==> src/rtl/alarm_time_unit.sv <==
// Alarm time storage, arming and ring/snooze sequencer for a BCD alarm clock.
// Optional snooze support is built in when macro ALARM_SNOOZE_EN is defined.
module alarm_time_unit #(
    parameter int RING_SECS  = 60,
    parameter int SNOOZE_MIN = 5
) (
    input  logic       clock,
    input  logic       reset,
    input  logic       ALM_ONOFF,
    input  logic       ALM_HOUR,
    input  logic       ALM_MIN,
    input  logic       SEC_TICK,
    input  logic [7:0] CUR_HOUR,
    input  logic [7:0] CUR_MIN,
    input  logic [7:0] CUR_SEC,
    input  logic       ALM_STOP,
    input  logic       SNOOZE,
    output logic       ALM_EN,
    output logic [7:0] ALM_HOUR_BCD,
    output logic [7:0] ALM_MIN_BCD,
    output logic       ALARM
);

    localparam logic [1:0] ST_IDLE   = 2'd0;
    localparam logic [1:0] ST_RING   = 2'd1;
    localparam logic [1:0] ST_SNOOZE = 2'd2;

    localparam logic [7:0] RING_LOAD = 8'(RING_SECS);

    // BCD increment with wrap at the given maximum value
    function automatic logic [7:0] inc_bcd(input logic [7:0] v, input logic [7:0] max);
        if (v == max)
            return 8'h00;
        if (v[3:0] == 4'd9)
            return {v[7:4] + 4'd1, 4'd0};
        return {v[7:4], v[3:0] + 4'd1};
    endfunction

    logic [4:0] req, req_q, ev;
    logic       onoff_ev, hour_ev, min_ev, stop_ev, snooze_ev;
    logic       disarm, sec_zero_tick, alarm_hit;
    logic [1:0] state, state_d;
    logic [7:0] ring_cnt, cnt_d;

    assign req       = {ALM_ONOFF, ALM_HOUR, ALM_MIN, ALM_STOP, SNOOZE};
    assign ev        = req & ~req_q;
    assign onoff_ev  = ev[4];
    assign hour_ev   = ev[3];
    assign min_ev    = ev[2];
    assign stop_ev   = ev[1];
    assign snooze_ev = ev[0];

    // An on/off event while armed clears ALM_EN and overrides every transition
    assign disarm        = onoff_ev & ALM_EN;
    assign sec_zero_tick = SEC_TICK & (CUR_SEC == 8'h00);
    assign alarm_hit     = ALM_EN & sec_zero_tick &
                           (CUR_HOUR == ALM_HOUR_BCD) & (CUR_MIN == ALM_MIN_BCD);

`ifdef ALARM_SNOOZE_EN
    logic [7:0] snz_hour_q, snz_min_q;
    logic [7:0] snz_hour_d, snz_min_d;
    logic [7:0] cur_hour_bin, cur_min_bin, sum_min, sum_hour;
    logic       snooze_hit, snz_load;

    function automatic logic [7:0] bcd2bin(input logic [7:0] v);
        return 8'(v[7:4]) * 8'd10 + 8'(v[3:0]);
    endfunction

    function automatic logic [7:0] bin2bcd(input logic [7:0] b);
        logic [7:0] tens;
        tens = b / 8'd10;
        return {tens[3:0], 4'(b - tens * 8'd10)};
    endfunction

    // Snooze target: current time plus SNOOZE_MIN, carrying into the hour, 23:59 -> 00:00
    always_comb begin
        cur_hour_bin = bcd2bin(CUR_HOUR);
        cur_min_bin  = bcd2bin(CUR_MIN);
        sum_min      = cur_min_bin + 8'(SNOOZE_MIN);
        sum_hour     = cur_hour_bin;
        if (sum_min >= 8'd60) begin
            sum_min  = sum_min - 8'd60;
            sum_hour = cur_hour_bin + 8'd1;
        end
        if (sum_hour >= 8'd24)
            sum_hour = 8'd0;
        snz_hour_d = bin2bcd(sum_hour);
        snz_min_d  = bin2bcd(sum_min);
    end

    assign snooze_hit = ALM_EN & sec_zero_tick &
                        (CUR_HOUR == snz_hour_q) & (CUR_MIN == snz_min_q);

    always_ff @(posedge clock or posedge reset) begin
        if (reset) begin
            snz_hour_q <= 8'h00;
            snz_min_q  <= 8'h00;
        end else if (snz_load) begin
            snz_hour_q <= snz_hour_d;
            snz_min_q  <= snz_min_d;
        end
    end
`else
    logic unused_snooze;
    assign unused_snooze = snooze_ev & (SNOOZE_MIN > 0);
`endif

    always_comb begin
        state_d = state;
        cnt_d   = ring_cnt;
`ifdef ALARM_SNOOZE_EN
        snz_load = 1'b0;
`endif
        if (disarm) begin
            state_d = ST_IDLE;
        end else begin
            case (state)
                ST_IDLE: begin
                    if (alarm_hit) begin
                        state_d = ST_RING;
                        cnt_d   = RING_LOAD;
                    end
                end
                ST_RING: begin
                    // Stop is checked first so it wins over a coincident snooze
                    if (stop_ev) begin
                        state_d = ST_IDLE;
`ifdef ALARM_SNOOZE_EN
                    end else if (snooze_ev) begin
                        state_d  = ST_SNOOZE;
                        snz_load = 1'b1;
`endif
                    end else if (SEC_TICK) begin
                        cnt_d = ring_cnt - 8'd1;
                        if (ring_cnt <= 8'd1)
                            state_d = ST_IDLE;
                    end
                end
                ST_SNOOZE: begin
`ifdef ALARM_SNOOZE_EN
                    if (stop_ev) begin
                        state_d = ST_IDLE;
                    end else if (snooze_hit) begin
                        state_d = ST_RING;
                        cnt_d   = RING_LOAD;
                    end
`else
                    state_d = ST_IDLE;
`endif
                end
                default: state_d = ST_IDLE;
            endcase
        end
    end

    always_ff @(posedge clock or posedge reset) begin
        if (reset) begin
            req_q        <= 5'b0;
            ALM_EN       <= 1'b0;
            ALM_HOUR_BCD <= 8'h00;
            ALM_MIN_BCD  <= 8'h00;
            state        <= ST_IDLE;
            ring_cnt     <= 8'd0;
        end else begin
            req_q <= req;
            if (onoff_ev)
                ALM_EN <= ~ALM_EN;
            if (hour_ev)
                ALM_HOUR_BCD <= inc_bcd(ALM_HOUR_BCD, 8'h23);
            if (min_ev)
                ALM_MIN_BCD <= inc_bcd(ALM_MIN_BCD, 8'h59);
            state    <= state_d;
            ring_cnt <= cnt_d;
        end
    end

    // Decoded straight from the async-reset state so reset drops it at once
    assign ALARM = (state == ST_RING);

endmodule

==> config.mk <==
export PLATFORM = sky130hd
export DESIGN_NAME = alarm_time_unit
export DESIGN_NICKNAME = d
export VERILOG_FILES = /design/src/rtl/alarm_time_unit.sv
export SDC_FILE = /design/constraint.sdc
export NUM_CORES = 1
export LEC_CHECK = 0
export CAP_MARGIN = 10
export CORE_UTILIZATION = 35
export DETAILED_ROUTE_END_ITERATION = 10
export GPL_ROUTABILITY_DRIVEN = 0
export PLACE_DENSITY = 0.61
export SETUP_SLACK_MARGIN = 0.02
export SYNTH_ARGS = -nofsm -noshare
export SYNTH_HDL_FRONTEND = slang
export SYNTH_SLANG_ARGS = --single-unit
==> constraint.sdc <==
create_clock -name clock -period 2.8 [get_ports clock]
set_input_delay 0.56 -clock clock [delete_from_list [all_inputs] [get_ports clock]]
set_output_delay 0.56 -clock clock [all_outputs]
set_load 0.005 [all_outputs]
==> flow_summary_export.csv <==
group,metric,value,unit
outcome,status,"complete, no violations",
global_routing,grt-ovfl-total,0,
place,dpl_cell_area,2360,um2
cts,ctsHoldBuffers,0,
finish,fin_area,2470,um2
power_and_ir_drop,power_density,803,nW/um2
sta,period_share,0.747,
drt,wl_met1,1.79,mm
critical_path,crit_slowest_cell,"clkdlybuf4s50_1",
drt,dr.pass1.iters,4,
global_routing,grt_pass1_vias,1440,
power_and_ir_drop,switching_power,678,uW
critical_path,cp_cell_sequence,"clkdlybuf4s50_1, nor4b_1, nand4_1, nor3_2, nand2_1, a31o_1",
drt,drt_iter0_drc,75,
power_and_ir_drop,switching_share,0.342,
sta,maxSlewViolCount,0,
drt,drc,0,
critical_path,crit_path_start_kind,"input port",
min_path,hp-class,"reg -> reg",
cts,clock_sinks,30,
finish,final_common_cell,"clkdlybuf4s50_1",
cts,cts_tree,"built",
floorplanning,boundaryPins,50,
sta,finalHoldViolCount,0,
critical_path,endpoint_kind,"flop",
cts,cts.path.max_buffers,2,
finish,area_growth,37.5,%
synth,syn-num-nets,224,
sta,tightest_slew,0.592,ns
power_and_ir_drop,ir_worst_vdd,0.000386,V
synth,async_reset_ff_frac,1.00,
power_and_ir_drop,p_leak,0.00104,uW
global_routing,antenna_found_initial,0,
power_and_ir_drop,p_comb_frac,0.381,
floorplanning,die_w,73.7,um
sta,finalSetupViolCount,0,
finish,final_util,0.510,
cts,h-tree-depth,2,
critical_path,path_class,"in -> reg",
critical_path,slowest_delay,0.52,ns
drt,dr_wl_met2,1.72,mm
finish,instances_no_fill,305,
finish,n_antenna_cell,0,
synth,seq_area_frac_synth,0.417,
floorplanning,die-area,5430,um2
synth,avgSynthCellArea,9.89,um2
cts,cts.clk_slew.worst_paths,0.06,ns
run,maxCapViolations,0,
drt,via_per_inst,5.03,
drt,routedWlPerCell,12.4,um
global_routing,grtUsageTotal,0.157,
sta,fin_skew,0.00652,ns
drt,vias,1534,
critical_path,arrival,2.26,ns
critical_path,worstPathMaxFanout,5,
synth,ys_ff_latch,30,
cts,post-cts-setup-buffers,0,
sta,slew_headroom,0.602,
critical_path,required,2.97,ns
finish,drive_gt1_frac,0.0798,
synth,synth.cell_area,1800,um2
sta,rsz0062_at_grt,"no",
finish,layout_common_cells,"clkdlybuf4s50_1 (48), dfrtp_1 (30), nand2_1 (16)",
synth,synth-edff-count,0,
cts,clock_latency,0.28,ns
min_path,worstHoldPathCells,1,
power_and_ir_drop,clockPowerShare,0.206,
global_routing,grt_max_degree,31,
sta,fin_setup_tns,0,ns
power_and_ir_drop,pwr-share-seq,0.413,
cts,cts_buffers,5,
synth,synthCells,182,
cts,cts-resized-gates,0,
drt,dr_wl_met3,230,um
synth,yosysUniqueCellTypes,45,
global_routing,grt_first_pass_wirelength,6.42,mm
drt,wirelength,3.80,mm
synth,ys_dominant_reg_cell,"dfrtp_1",
floorplanning,fp.dieH,73.7,um
place,dp.cells,297,
floorplanning,core,4850,um2
power_and_ir_drop,p_int,1310,uW
sta,period_needed,2.09,ns
finish,final_nets,279,
sta,finalWorstSetupSlack,0.710,ns
place,dp_slack,0.397,ns
synth,yosysWarnings,0,
floorplanning,row_count,25,
critical_path,rr_worst_depth,6,
place,portBuffers,48,
sta,max_freq,0.478,GHz
drt,antenna_left,0,
cts,clockRootBuffer,"clkbuf_8",
floorplanning,initial_core_util,0.371,
place,hpwlAfterDp,2.91,mm
drt,dr.max_layer_used,"met4",
worst max-delay path, delay by kind of cell:
family | cells | cell delay [ns]
AO/OA/AOI/OAI | 1 | 0.27
buffers and inverters | 1 | 0.52
AND/OR/NAND/NOR | 4 | 0.90
state kept, by name (all words and copies together) (netlist names):
signal,count
ALM_HOUR_BCD,8
ALM_MIN_BCD,8
ring_cnt,8
req_q,4
ALM_EN,1
state,1
layout make-up:
cell class / instances / area (um2)
fill: 465 / 2370
multi-input combinational: 140 / 996
inverter: 10 / 37.5
tap: 67 / 83.8
clock buffer: 8 / 110
timing repair buffer: 50 / 495
sequential: 30 / 751
power groups by stage:
stage	Combinational, uW	Sequential (uW)	Clock (uW)
after floorplan	425	781	0
after global placement	753	829	0
after detailed placement	768	827	0
after CTS	770	821	422
after global routing	848	856	443
final	757	819	410
per-stage QoR:
step | power (uW) | hold slack (ns)
2_1_floorplan | 1210 | 0.496
3_3_place_gp | 1580 | 0.516
3_5_place_dp | 1590 | 0.517
4_1_cts | 2010 | 0.531
5_1_grt | 2150 | 0.561
6_report | 1990 | 0.534
metal layers:
layer,up-vias,track usage
li1,760,-
met1,721,0.198
met2,44,0.251
met3,9,0.0521
met4,0,0.0577
met5,-,0
cells in the mapped netlist (3+ instances only):
| cell type | count | area share |
|---|---|---|
| dfrtp_1 | 30 | 0.42 |
| nand2_1 | 16 | 0.033 |
| nor2_1 | 14 | 0.029 |
| xnor2_1 | 14 | 0.068 |
| ha_1 | 10 | 0.070 |
| inv_1 | 9 | 0.019 |
| nand4_1 | 8 | 0.028 |
| a21o_1 | 6 | 0.025 |
| nor3_1 | 6 | 0.017 |
| o21ai_0 | 6 | 0.017 |
| xor2_1 | 6 | 0.029 |
| a21oi_1 | 5 | 0.014 |
| and3_1 | 4 | 0.014 |
| nor2b_1 | 4 | 0.014 |
| mux2_2 | 3 | 0.019 |
| mux2i_1 | 3 | 0.017 |
| o22ai_1 | 3 | 0.010 |
| o31a_1 | 3 | 0.015 |
kinds of logic (layout without fill, tap and decap cells):
| group | count (synthesis) | after routing | synth area share |
|---|---|---|---|
| AND/OR/NAND/NOR | 68 | 68 | 0.208 |
| adder cells (fa/ha/maj) | 10 | 10 | 0.0695 |
| buffers and inverters | 12 | 68 | 0.0292 |
| flip-flops | 30 | 30 | 0.417 |
| multiplexers | 6 | 6 | 0.0355 |
| XOR/XNOR | 20 | 20 | 0.0974 |
| AO/OA/AOI/OAI | 36 | 36 | 0.143 |
final timing paths:
check	from	end	slack, ns
setup / recovery	SEC_TICK	ring_cnt[1]	0.71
hold / removal	ring_cnt[1]	ring_cnt[1]	0.53
setup reg to reg	ALM_HOUR_BCD[0]	ALM_HOUR_BCD[6]	0.99
hold reg to reg	ring_cnt[1]	ring_cnt[1]	0.53
max in group asynchronous	reset	ring_cnt[2]	1.86
min in group asynchronous	reset	ALM_EN	0.65
Power figures use the tool's default switching activity.
